===== src/rtl/semaforo_pkg.sv =====
// Shared types and constants for the two-road phase scheduler.
// Light colours are one-hot so each lamp bit drives a lamp directly.
package semaforo_pkg;

  localparam int DUR_W = 8;

  typedef enum logic [2:0] {
    A_VERDE,
    A_AMARELO,
    VERM_A,
    PED_A,
    B_VERDE,
    B_AMARELO,
    VERM_B,
    PED_B
  } state_t;

  localparam logic [2:0] VERDE    = 3'b001;
  localparam logic [2:0] AMARELO  = 3'b010;
  localparam logic [2:0] VERMELHO = 3'b100;

  function automatic logic is_ped(input state_t s);
    return (s == PED_A) || (s == PED_B);
  endfunction

endpackage


===== src/rtl/semaforo_arbitro_if.sv =====
// Button inputs and lamp/grant outputs of the scheduler.
// The slave side is the scheduler; the master side drives the buttons.
interface semaforo_arbitro_if #(
  parameter int N_BT = 4
);

  logic [N_BT-1:0] bt;
  logic [2:0]      A;
  logic [2:0]      B;
  logic [N_BT-1:0] P;
  logic [N_BT-1:0] pend;

  modport master (
    output bt,
    input  A,
    input  B,
    input  P,
    input  pend
  );

  modport slave (
    input  bt,
    output A,
    output B,
    output P,
    output pend
  );

endinterface


===== src/rtl/rr_arbiter.sv =====
// Round-robin pick: first set request after ptr, wrapping.
// Purely combinational; gnt is zero and gnt_idx echoes ptr when idle.
module rr_arbiter #(
  parameter  int N_BT = 4,
  localparam int IW   = $clog2(N_BT)
) (
  input  logic [N_BT-1:0] req,
  input  logic [IW-1:0]   ptr,
  output logic [N_BT-1:0] gnt,
  output logic [IW-1:0]   gnt_idx
);

  logic          w_hit;
  logic [IW-1:0] w_idx;

  always_comb begin
    gnt     = '0;
    gnt_idx = ptr;
    w_hit   = 1'b0;
    w_idx   = '0;
    for (int k = 1; k <= N_BT; k++) begin
      w_idx = IW'((int'(ptr) + k) % N_BT);
      if (!w_hit && req[w_idx]) begin
        w_hit        = 1'b1;
        gnt_idx      = w_idx;
        gnt[w_idx]   = 1'b1;
      end
    end
  end

endmodule


===== src/rtl/semaforo_arbitro.sv =====
// Two-road light sequencer with round-robin pedestrian walk phases.
// Lamps and walk grant are decoded from the state register only.
module semaforo_arbitro
  import semaforo_pkg::*;
#(
  parameter logic [DUR_W-1:0] T_VERDE    = 8'd8,
  parameter logic [DUR_W-1:0] T_AMARELO  = 8'd3,
  parameter logic [DUR_W-1:0] T_VERMELHO = 8'd2,
  parameter logic [DUR_W-1:0] T_PEDESTRE = 8'd6,
  parameter int               N_BT       = 4
) (
  input logic               clk,
  input logic               rst,
  semaforo_arbitro_if.slave bus
);

  localparam int IW = $clog2(N_BT);

  state_t           r_state;
  state_t           w_nstate;
  logic [DUR_W-1:0] r_cnt;
  logic [DUR_W-1:0] w_ncnt;
  logic [N_BT-1:0]  r_pend;
  logic [IW-1:0]    r_ptr;
  logic [N_BT-1:0]  w_gnt;
  logic [IW-1:0]    w_gnt_idx;
  logic [N_BT-1:0]  w_ped_mask;
  logic [N_BT-1:0]  w_set;
  logic [N_BT-1:0]  w_clr;
  logic             w_ped;
  logic             w_grant_now;

  function automatic logic [DUR_W-1:0] load(
    input state_t s
  );
    logic [DUR_W-1:0] v;
    case (s)
      A_VERDE, B_VERDE:     v = T_VERDE - 8'd1;
      A_AMARELO, B_AMARELO: v = T_AMARELO - 8'd1;
      VERM_A, VERM_B:       v = T_VERMELHO - 8'd1;
      default:              v = T_PEDESTRE - 8'd1;
    endcase
    return v;
  endfunction

  rr_arbiter #(
    .N_BT(N_BT)
  ) u_rr (
    .req    (r_pend),
    .ptr    (r_ptr),
    .gnt    (w_gnt),
    .gnt_idx(w_gnt_idx)
  );

  // In a walk phase ptr already names the crosswalk being served
  assign w_ped_mask = N_BT'(1) << r_ptr;
  assign w_ped      = is_ped(r_state);

  always_comb begin
    w_nstate    = r_state;
    w_ncnt      = r_cnt - 8'd1;
    w_grant_now = 1'b0;
    if (r_cnt == '0) begin
      unique case (r_state)
        A_VERDE:   w_nstate = A_AMARELO;
        A_AMARELO: w_nstate = VERM_A;
        VERM_A: begin
          w_grant_now = |r_pend;
          w_nstate    = w_grant_now ? PED_A : B_VERDE;
        end
        PED_A:     w_nstate = B_VERDE;
        B_VERDE:   w_nstate = B_AMARELO;
        B_AMARELO: w_nstate = VERM_B;
        VERM_B: begin
          w_grant_now = |r_pend;
          w_nstate    = w_grant_now ? PED_B : A_VERDE;
        end
        PED_B:     w_nstate = A_VERDE;
        default:   w_nstate = A_VERDE;
      endcase
      w_ncnt = load(w_nstate);
    end
  end

  assign w_set = bus.bt & ~(w_ped ? w_ped_mask : '0);
  assign w_clr = w_grant_now ? w_gnt : '0;

  always_ff @(posedge clk or negedge rst) begin
    if (!rst) begin
      r_state <= A_VERDE;
      r_cnt   <= T_VERDE - 8'd1;
      r_pend  <= '0;
      r_ptr   <= IW'(N_BT - 1);
    end else begin
      r_state <= w_nstate;
      r_cnt   <= w_ncnt;
      r_pend  <= (r_pend | w_set) & ~w_clr;
      if (w_grant_now) begin
        r_ptr <= w_gnt_idx;
      end
    end
  end

  always_comb begin
    bus.A = VERMELHO;
    bus.B = VERMELHO;
    bus.P = '0;
    unique case (r_state)
      A_VERDE:      bus.A = VERDE;
      A_AMARELO:    bus.A = AMARELO;
      B_VERDE:      bus.B = VERDE;
      B_AMARELO:    bus.B = AMARELO;
      PED_A, PED_B: bus.P = w_ped_mask;
      default:      bus.P = '0;
    endcase
  end

  assign bus.pend = r_pend;

endmodule


===== src/flat_wrapper.sv =====
// flat-port wrapper written by rule: the top's interface ports become plain ports
module semaforo_arbitro_flat import semaforo_pkg::*;
#(
  parameter logic [DUR_W-1:0] T_VERDE    = 8'd8,
  parameter logic [DUR_W-1:0] T_AMARELO  = 8'd3,
  parameter logic [DUR_W-1:0] T_VERMELHO = 8'd2,
  parameter logic [DUR_W-1:0] T_PEDESTRE = 8'd6,
  parameter int               N_BT       = 4
)
  (clk, rst, bus_bt, bus_A, bus_B, bus_P, bus_pend);
  semaforo_arbitro_if #(.N_BT(N_BT)) bus_i ();
  input logic clk;
  input logic rst;
  input wire logic [$bits(bus_i.bt)-1:0] bus_bt;
  output wire logic [$bits(bus_i.A)-1:0] bus_A;
  output wire logic [$bits(bus_i.B)-1:0] bus_B;
  output wire logic [$bits(bus_i.P)-1:0] bus_P;
  output wire logic [$bits(bus_i.pend)-1:0] bus_pend;
  assign bus_i.bt = bus_bt;
  assign bus_A = bus_i.A;
  assign bus_B = bus_i.B;
  assign bus_P = bus_i.P;
  assign bus_pend = bus_i.pend;
  semaforo_arbitro #(.T_VERDE(T_VERDE), .T_AMARELO(T_AMARELO), .T_VERMELHO(T_VERMELHO), .T_PEDESTRE(T_PEDESTRE), .N_BT(N_BT)) u_core (.clk(clk), .rst(rst), .bus(bus_i));
endmodule

===== config.mk =====
export PLATFORM = sky130hd
export DESIGN_NAME = semaforo_arbitro_flat
export DESIGN_NICKNAME = d
export VERILOG_FILES = /design/src/rtl/semaforo_pkg.sv /design/src/rtl/semaforo_arbitro_if.sv /design/src/rtl/rr_arbiter.sv /design/src/rtl/semaforo_arbitro.sv /design/src/flat_wrapper.sv
export SDC_FILE = /design/constraint.sdc
export NUM_CORES = 1
export LEC_CHECK = 0
export ABC_AREA = 1
export CAP_MARGIN = 10
export CORE_MARGIN = 1
export CORE_UTILIZATION = 56
export CTS_BUF_LIST = sky130_fd_sc_hd__clkbuf_2 sky130_fd_sc_hd__clkbuf_4 sky130_fd_sc_hd__clkbuf_8
export DETAILED_ROUTE_END_ITERATION = 10
export GPL_TIMING_DRIVEN = 0
export PLACE_DENSITY_LB_ADDON = 0.05
export RECOVER_POWER = 25
export SETUP_SLACK_MARGIN = 0.1
export SYNTH_ARGS = -nofsm -noshare
export SYNTH_HDL_FRONTEND = slang
export SYNTH_SLANG_ARGS = --single-unit

===== constraint.sdc =====
create_clock -name clk -period 2.6 [get_ports clk]
set_clock_uncertainty 0.05 [all_clocks]
set_input_delay 0.39 -clock clk [delete_from_list [all_inputs] [get_ports clk]]
set_output_delay 0.39 -clock clk [all_outputs]
set_load 0.01 [all_outputs]

# After elaboration in Yosys (flattened, before gate mapping)

Index checks and enable logic that the tools add are counted.

Add/subtract/negate cells: 5
Magnitude comparators: 8
Equal/unequal tests: 12
Shifts and indexed selects: 1
Muxes and demuxes: 40
Bitwise operators: 8
Reduce and logical (&&, ||, !) cells: 22

Operators with widths:

| operator              | count |
|---|---|
| $mux W4               | 7 |
| $pmux W3 S8           | 1 |
| $eq A3 B3 Y1 const B  | 7 |
| $or A4 B4 Y4          | 4 |
| $mux W1               | 13 |
| $lt A2 B3 Y1 const B  | 4 |
| $pmux W3 S2           | 2 |
| $reduce_or A2 Y1      | 5 |
| $eq A3 B2 Y1 const B  | 3 |
| $mux W3               | 3 |
| $pmux W3 S3           | 1 |
| $and A4 B4 Y4         | 2 |
| $bmux W1 S2           | 4 |
| $demux W1 S2          | 4 |
| $ge A2 B1 Y1 const B  | 4 |
| $logic_not A8 Y1      | 1 |
| $mux W2               | 4 |
| $mux W8               | 1 |
| $not A4 Y4            | 2 |
| $sub A8 B1 Y8 const B | 1 |
| $logic_and A1 B1 Y1   | 7 |
| $eq A3 B1 Y1 const B  | 2 |
| $logic_not A3 Y1      | 2 |
| $add A2 B1 Y2 const B | 2 |
| other kinds (7)       | 10 |

Bits in registers: 17
Output and inout port bits: 14
Logic and storage cells: 100

# Depth between registers and ports, before layout

Gate-level depths: netlist (run 1).

Depth after elaboration: 16
Gate-level depth with buffers: 14

# Cells and area by module

A second synthesis (run 1) with hierarchy kept.

Cells, all modules: 223
Area total of the unflattened synthesis: 1579.0 um^2

Modules (own cells, without submodules):

| module           | times used | cells each | area an instance (um^2) |
|---|---|---|---|
| semaforo_arbitro | 1          | 136        | 1019.7 |
| rr_arbiter       | 1          | 87         | 559.3 |

# Worst setup path after synthesis (run 1)

OpenSTA, ideal clock, no wires.

Path type: reg2reg
Start point: register u_core.r_ptr[0]
End point: register u_core.r_ptr[0]
Data arrival time: 1866 ps
Setup slack: 623 ps
Cell stages (with the launch flop): 15
Buffers on the path: 1
Clock period less this slack: 1977 ps
Cells stage by stage: dfstp_2 > buf_6 > inv_6 > ha_1 > inv_1 > nand3_4 > nand2_4 > nand2_4 > nor2_8 > inv_2 > nand2_2 > inv_2 > nand2_2 > nand2_1 > nand2_1

Cells in the longest elaborated chain, start to end: 14
Elaborated cells between the ends (all ways): 27
Those cells by class: add/sub (4); mux (15); reduce/logical (8)

Ends and longest elaborated chain:

| element                             | line                   | text |
|---|---|---|
| start, declared                     | semaforo_arbitro.sv:24 | `logic [IW-1:0] r_ptr;` |
| start signal, assigned              | semaforo_arbitro.sv:93 | `r_ptr <= IW'(N_BT - 1);` |
| start signal, assigned              | semaforo_arbitro.sv:99 | `r_ptr <= w_gnt_idx;` |
| $add A2 B1 Y2                       | rr_arbiter.sv:22       | `w_idx = IW'((int'(ptr) + k) % N_BT);` |
| $bmux W1 S2                         | rr_arbiter.sv:23       | `if (!w_hit && req[w_idx]) begin` |
| $mux W1 (not written as such)       | rr_arbiter.sv:23       |  |
| $mux W1                             | rr_arbiter.sv:23       |  |
| $logic_not A1 Y1                    | rr_arbiter.sv:23       |  |
| $logic_and A1 B1 Y1                 | rr_arbiter.sv:23       |  |
| $mux W1                             | rr_arbiter.sv:23       |  |
| $logic_not A1 Y1                    | rr_arbiter.sv:23       |  |
| $logic_and A1 B1 Y1                 | rr_arbiter.sv:23       |  |
| $mux W1                             | rr_arbiter.sv:23       |  |
| $logic_not A1 Y1                    | rr_arbiter.sv:23       |  |
| $logic_and A1 B1 Y1                 | rr_arbiter.sv:23       |  |
| $reduce_bool A4 Y1 (no source line) | -                      |  |
| $reduce_and A2 Y1 (no source line)  | -                      |  |

Parallel ways exist; a longest one is shown, timed or not. The select of a mux whose other input is x is not followed.
A chain may end at the register's enable or synchronous reset.

# Worst setup path after layout (run 1)

Start point: register u_core.r_ptr[0]
End point: output port bus_P[0]

Cells in the longest elaborated chain, start to end: 2

Ends and longest elaborated chain:

| element       | line                    | text |
|---|---|---|
| $shl A1 B2 Y4 | semaforo_arbitro.sv:56  | `assign w_ped_mask = N_BT'(1) << r_ptr;` |
| $mux W4       | semaforo_arbitro.sv:108 | `unique case (r_state)` |
| end, declared | flat_wrapper.sv:17      | `output wire logic [$bits(bus_i.P)-1:0] bus_P;` |

No other way between the ends.

==> results of run 1 <==
==> cells in the final DEF (no fill, tap or decap) <==
cell,Yosys,routed
a21boi_0,2,2
a21oi_1,11,11
buf_4,0,3
buf_6,1,1
clkbuf_4,0,3
clkdlybuf4s50_1,0,18
clkinv_2,0,1
clkinvlp_4,0,1
dfrtp_1,12,12
dfstp_2,5,5
dlygate4sd3_1,0,1
ha_1,9,9
inv_1,31,30
inv_2,3,3
inv_6,1,1
nand2_1,43,43
nand2_2,6,6
nand2_4,3,3
nand3_1,22,22
nand3_2,2,2
nand3_4,2,2
nand4_1,2,2
nor2_1,21,21
nor2_2,2,2
nor2_4,1,1
nor2_8,1,1
o211ai_1,1,1
o21ai_0,7,7
o21ai_2,1,1
xor2_1,3,3
==> per-layer routing <==
layer  part of all wire  GRT usage  vias to the layer above
met3              0.074    0.04971                        0
met2               0.47     0.4156                       54
met5                  0          0                        -
met4                  0    0.03604                        0
met1               0.46     0.3383                      601
li1                   -          -                      651
==> synthesized netlist by cell type, types with 3 or more instances <==
library cell	instances	area share
inv_1	31	0.085
nand3_1	22	0.080
dfrtp_1	12	0.22
dfstp_2	5	0.096
ha_1	9	0.082
a21oi_1	11	0.040
inv_2	3	0.0082
nand2_2	6	0.027
nand2_4	3	0.025
o21ai_0	7	0.026
nand2_1	43	0.12
nor2_1	21	0.057
xor2_1	3	0.019
==> state kept, by name, indices dropped and copies added, names as in the netlist <==
signal	count
u_core.bus.pend	4
u_core.r_cnt	8
u_core.r_ptr	2
u_core.r_state	3
==> worst min-delay path: stages, from the launching register on <==
cell	delay, ns
dfrtp_1	0.36
a21boi_0	0.08
inv_1	0.05
==> cell families after synthesis <==
family | synth area share
adder cells (fa/ha/maj) | 0.08204
AO/OA/AOI/OAI | 0.08842
AND/OR/NAND/NOR | 0.3883
flip-flops | 0.3145
buffers and inverters | 0.1076
XOR/XNOR | 0.01915
==> repair_timing <==
action / CTS / global route
setup buffers: 0 / 3
resized for setup: 0 / 1
setup endpoints to repair: 0 / 2
==> worst paths after layout <==
kind / end / slack [ns] / from / cells after the start
setup / recovery: bus_P[0] / 0.19 / u_core.r_ptr[0] / 6
hold / removal: u_core.r_cnt[6] / 0.46 / u_core.r_cnt[7] / 2
setup reg to reg: u_core.r_ptr[0] / 0.39 / u_core.r_ptr[0] / 14
hold reg to reg: u_core.r_cnt[6] / 0.46 / u_core.r_cnt[7] / 2
max in group asynchronous: u_core.bus.pend[2] / 1.46 / rst / 1
min in group asynchronous: u_core.bus.pend[0] / 0.55 / rst / 1
==> cell type report <==
type / count / area, um^2
multi-input combinational: 139 / 793.3
fill: 173 / 603.1
sequential: 17 / 431.7
timing repair buffer: 22 / 212.7
inverter: 35 / 140.1
tap: 28 / 35.03
clock buffer: 3 / 22.52
buffer: 1 / 11.26
clock inverter: 1 / 5.005
==> power groups by stage <==
stage | combinational [mW] | sequential [mW] | clock, mW
floorplan | 0.903 | 0.473 | 0
global placement | 1.15 | 0.488 | 0
detailed placement | 1.19 | 0.495 | 0
CTS | 1.20 | 0.489 | 0.147
global route | 1.40 | 0.507 | 0.153
finish | 1.25 | 0.489 | 0.142
==> metrics by stage <==
step                std cells    util  hold WS, ns
detailed placement        239  0.7087       0.4380
floorplan                 192       -      0.04441
global placement          239  0.7087       0.4253
finish                    246  0.7325       0.4568
CTS                       243  0.7209       0.4649
global route              246  0.7325       0.4820
==> metrics.md, run 1 <==
| Metric | Value |
|---|---|
| Status | `complete, no violations` |
| TritonCTS Buffers | `3` |
| Ys flop type | `dfrtp_1` |
| #FFs+latches synth | `17` |
| Cells after synthesis | `192` |
| Vias | `1306` |
| Net Sw Frac | `0.5083` |
| P_leak | `0.8678 nW` |
| TritonCTS clock tree | `done` |
| Clock Latency Late Sink | `0.29 ns` |
| Share of layout cells above drive strength 1 | `0.1651` |
| # diodes | `0` |
| Warnings, synthesis | `0` |
| Critical-path cell list | `buf_6, inv_6, ha_1, nand2_1, inv_1, clkdlybuf4s50_1` |
| DR pass1 iterations | `5` |
| Clock Sinks | `17` |
| Max clock buf depth | `2` |
| RSZ-0062 raised after global routing | `no` |
| Setup TNS | `0 ns` |
| Netlist cell types | `24` |
| Avg Vias per Cell | `5.309` |
| FP Rows | `17` |
| Total power draw | `1.883 mW` |
| Critical path type | `reg -> out` |
| Tightest Hold Check Type | `reg -> reg` |
| Crit end category | `output port` |
| Maximum clock rate | `414.5 MHz` |
| I/O pin cnt | `20` |
| Syn Std Cell Area | `1373 um^2` |
| NumNets Final | `approximately 230` |
| First-pass GRT wire length | `about 5 mm` |
| Hold Violations, Final | `0` |
| Clk network pwr share | `0.075` |
| Peak VDD IR | `0.8100 mV` |
| Worst path max stage delay | `0.59 ns` |
| Largest net degree at the start of global routing | `18` |
| Dpl cell area | `1598 um^2` |
| Worst setup margin | `0.1872 ns` |
| Clock root cell | `clkbuf_4` |
| Vias in the first global route | `1191` |
| Seq pwr share | `0.260` |
| Syn Nets | `207` |
| Sequential-to-total area share from yosys stat | `0.3145` |
| RePlAce Congestion | `a little under 0.9` |
| Crit path launch type | `flip-flop` |
| H-tree Lvls | `1` |
| Tcrit/Tclk final | `0.9280` |
| Die X | `51.51 um` |
| Core region area | `~2300 um^2` |
| Comb pwr share | `0.665` |
| CP delay by family, top | `buffers and inverters` |
| Final setup fails | `0` |
| PwrDens | `1140 nW/um^2` |
| Crit path max-delay cell type | `dfstp_2` |
| Detailed Place HPWL | `around 2.2 mm` |
| DR WL/cell | `between 10 and 15 um` |
| Post-synth EDFFs | `0` |
| Post-detailed-routing wire length | `approximately 3.0 mm` |
| Critical path data arrival time | `1.97 ns` |
| Required @ worst endpoint | `~2.2 ns` |
| Antenna-violating nets left | `0` |
| Hold buffer count at CTS | `0` |
| WP buf/inv | `4` |
| Final min period | `approximately 2.4 ns` |
| Initial antenna violation count | `0` |
| Slew @ Worst Pin | `0.7661 ns` |
| Total grt overflow | `0` |
| Synth-to-Final Area Change | `20.33%` |
| Post-route cell area | `1652 um^2` |
| Share of synthesized registers carrying an async set or reset | `1.000` |
| Slew headroom | `0.4876` |
| Switching power | `0.9570 mW` |
| Die height | `51.51 um` |
| Gr usage total | `0.2483` |
| Clk slew on worst S/H paths | `0.11 ns` |
| Internal Power | `0.9256 mW` |
| Max-Cap Viols | `0` |
| DP Worst Slack | `around 0.38 ns` |
| Worst Path Max Fanout | `11` |
| Slew Viols, Final | `0` |
| Initial Util | `0.6088` |
| Port Buffers | `19` |
| Iter 0 DRT Violations | `41` |
| DRC violations left | `0` |
| Total die area | `about 2700 um^2` |
| Synth Area per Inst | `7.149 um^2` |
Note: power is estimated with default switching activity, not from simulation.
==> run 2: changes to the inputs <==
--- a/config.mk
+++ b/config.mk
@@ -12,7 +12,7 @@
 export CTS_BUF_LIST = sky130_fd_sc_hd__clkbuf_2 sky130_fd_sc_hd__clkbuf_4 sky130_fd_sc_hd__clkbuf_8
 export DETAILED_ROUTE_END_ITERATION = 10
 export GPL_TIMING_DRIVEN = 0
-export PLACE_DENSITY_LB_ADDON = 0.05
+export PLACE_DENSITY = 0.82
 export RECOVER_POWER = 25
 export SETUP_SLACK_MARGIN = 0.1
 export SYNTH_ARGS = -nofsm -noshare
==> metrics.md, run 2 (synthesis gave the netlist of run 1 again) <==
| Metric | Value |
|---|---|
| Commonest cells after routing, fill and taps aside | `nand2_1 (43), inv_1 (30), nand3_1 (22), nor2_1 (21), clkdlybuf4s50_1 (18) (unchanged)` |
| Clock Latency Late Sink | `0.29 ns (about the same)` |
| Die height | `51.51 um (unchanged)` |
| Vias | `1308 (was 1306)` |
| Clk slew on worst S/H paths | `0.10 ns (was 0.11 ns)` |
| Max-Cap Viols | `0 (unchanged)` |
| Critical path data arrival time | `1.98 ns (was 1.97 ns)` |
| Most common cell after layout, fill and taps aside | `nand2_1 (unchanged)` |
| Synth-to-Final Area Change | `21.06% (was 20.33%)` |
| Die X | `51.51 um (unchanged)` |
| Final setup fails | `0 (unchanged)` |
| Status | `complete, no violations (unchanged)` |
| RePlAce Congestion | `0.9265 (was 0.8827)` |
| Filler cell count | `204 (was 173)` |
| Net Sw Frac | `0.5007 (was 0.5083)` |
| Slew headroom | `0.5025 (was 0.4876)` |
| Seq pwr share | `0.255 (was 0.260)` |
| Final Non-Filler Cells | `247 (was 246)` |
| Crit path max-delay cell type | `dfstp_2 (unchanged)` |
| Detailed Place HPWL | `2.257 mm (was 2.242 mm)` |
| DR pass1 iterations | `4 (was 5)` |
| Critical-path cell list | `clkinvlp_4, ha_1, nand2_1, inv_1, clkdlybuf4s50_1 (was buf_6, inv_6, ha_1, nand2_1, inv_1, clkdlybuf4s50_1)` |
| Worst Path Max Fanout | `6 (was 11)` |
| Max clock buf depth | `2 (unchanged)` |
| Worst r2r src | `u_core.r_ptr[1] (was u_core.r_ptr[0])` |
| Avg Vias per Cell | `5.296 (was 5.309)` |
| Tightest Hold Check Type | `reg -> reg (unchanged)` |
| Critical path type | `reg -> out (unchanged)` |
| Total grt overflow | `0 (unchanged)` |
| # diodes | `0 (unchanged)` |
| Clock Sinks | `17 (unchanged)` |
| Initial Util | `0.6088 (unchanged)` |
| Switching power | `0.9479 mW (was 0.9570 mW)` |
| Worst hold slack | `0.4738 ns (was 0.4568 ns)` |
| H-tree Lvls | `1 (unchanged)` |
| NumNets Final | `235 (was 234)` |
| Reg2reg path depth | `10 (was 14)` |
| TritonCTS Buffers | `3 (unchanged)` |
| Internal Power | `0.9454 mW (was 0.9256 mW)` |
| Share of layout cells above drive strength 1 | `0.1689 (was 0.1651)` |
| R2R setup slack | `0.43 ns (was 0.39 ns)` |
| Final min period | `2.416 ns (was 2.413 ns)` |
| Crit path launch type | `flip-flop (unchanged)` |
| Port Buffers | `19 (unchanged)` |
| Total die area | `2653 um^2 (unchanged)` |
| Gr usage total | `0.2450 (was 0.2483)` |
| Setup TNS | `0 ns (unchanged)` |
| Initial antenna violation count | `0 (unchanged)` |
| Hold Violations, Final | `0 (unchanged)` |
| Largest Register | `u_core.r_cnt (unchanged)` |
| Dpl cell area | `1598 um^2 (unchanged)` |
| DRC violations left | `0 (unchanged)` |
| Max reg flops | `8 (unchanged)` |
| P_leak | `0.8731 nW (was 0.8678 nW)` |
| RSZ-0062 raised after global routing | `no (unchanged)` |
| Worst hold path cell count | `2 (unchanged)` |
| TritonCTS clock tree | `done (unchanged)` |
| Comb pwr share | `0.666 (was 0.665)` |
| Required @ worst endpoint | `2.16 ns (about the same)` |
| DR WL/cell | `12.13 um (was 12.22 um)` |
| Crit end category | `output port (unchanged)` |
| Iter 0 DRT Violations | `38 (was 41)` |
| Clock root cell | `clkbuf_4 (unchanged)` |
| Slew Viols, Final | `0 (unchanged)` |
| PwrDens | `1139 nW/um^2 (was 1140 nW/um^2)` |
| Core region area | `2255 um^2 (unchanged)` |
| Maximum clock rate | `414.0 MHz (was 414.5 MHz)` |
| WP buf/inv | `3 (was 4)` |
| Worst path max stage delay | `0.62 ns (was 0.59 ns)` |
| Worst r2r dst | `u_core.bus.pend[2] (was u_core.r_ptr[0])` |
| Tcrit/Tclk final | `0.9290 (was 0.9280)` |
| WHS Endpoint | `u_core.r_cnt[6] (unchanged)` |
| I/O pin cnt | `20 (unchanged)` |
| HP Start | `u_core.r_cnt[7] (unchanged)` |
| FP Rows | `17 (unchanged)` |
| Total power draw | `1.893 mW (was 1.883 mW)` |
| Post-detailed-routing wire length | `2.996 mm (was 3.007 mm)` |
| CP delay by family, top | `buffers and inverters (unchanged)` |
| Slew @ Worst Pin | `0.7437 ns (was 0.7661 ns)` |
| Largest net degree at the start of global routing | `18 (unchanged)` |
| Post-route cell area | `1662 um^2 (was 1652 um^2)` |
| Antenna-violating nets left | `0 (unchanged)` |
| Vias in the first global route | `1151 (was 1191)` |
| Peak VDD IR | `0.7285 mV (was 0.8100 mV)` |
| First-pass GRT wire length | `4.878 mm (was 4.995 mm)` |
| Clk network pwr share | `0.079 (was 0.075)` |
| Placed instance count | `239 (unchanged)` |
==> run 2: changes by cell type in the layout (fill, tap and decap cells not counted), sizes merged <==
| cell | before | now |
|---|---|---|
| buf | 4 | 5 |
| clkbuf | 3 | 4 |
| clkinv | 1 | 0 |
==> run 2: how the worst max path moves through the flow <==
stage,start,to,slack [ns],depth (start not counted)
after floorplan,u_core.r_ptr[0],u_core.r_ptr[0],0.62,14
after global routing,u_core.r_ptr[1],bus_P[0],0.11,5
after global placement,u_core.r_ptr[1],u_core.r_ptr[0],0.46,13
after detailed placement,u_core.r_ptr[1],u_core.r_ptr[0],0.41,13
after CTS,u_core.r_ptr[1],bus_P[0],0.13,5
final,u_core.r_ptr[1],bus_P[0],0.18,5
==> run 2: area by class of cell <==
| type | instances | area (um^2) | area share |
|---|---|---|---|
| buffer | 1 | 11.26 | 0.006777 |
| clock buffer | 4 | 30.03 | 0.01807 |
| tap | 28 | 35.03 | 0.02108 |
| sequential | 17 | 431.7 | 0.2598 |
| inverter | 35 | 140.1 | 0.08434 |
| timing repair buffer | 23 | 220.2 | 0.1325 |
| multi-input combinational | 139 | 793.3 | 0.4774 |
==> run 2: power by group through the flow <==
stage	clock network, mW	logic [mW]	registers (mW)
floorplan	0	0.903	0.473
global placement	0	1.15	0.489
detailed placement	0	1.19	0.496
CTS	0.152	1.20	0.492
global route	0.164	1.41	0.495
finish	0.150	1.26	0.483
==> run 2: through the flow <==
stage	worst slack, ns	util
floorplan	0.6234	-
global placement	0.4550	0.7087
detailed placement	0.4106	0.7087
CTS	0.1331	0.7220
global route	0.1058	0.7370
finish	0.1845	0.7370
==> run 2: worst reg2reg max path: cells and delay by family (launching register included) <==
kind / cells / cell delay (ns)
AO/OA/AOI/OAI: 1 / 0.06
adder cells (fa/ha/maj): 1 / 0.38
buffers and inverters: 2 / 0.31
flip-flops: 1 / 0.62
AND/OR/NAND/NOR: 6 / 0.62
==> run 2: metal layers <==
metal	GRT usage	routed length, um	up-vias
met2	0.4004	1337	50
li1	-	-	658
met4	0.06757	46	0
met3	0.06140	197	6
met5	0	0	-
met1	0.3209	1415	594
==> run 2: what timing repair did <==
| action | 4_1_cts | 5_1_grt |
|---|---|---|
| buffers inserted | 0 | 4 |
| hold buffers | 0 | 0 |
| gates resized for setup | 0 | 1 |
| endpoints found under the setup margin | 0 | 2 |
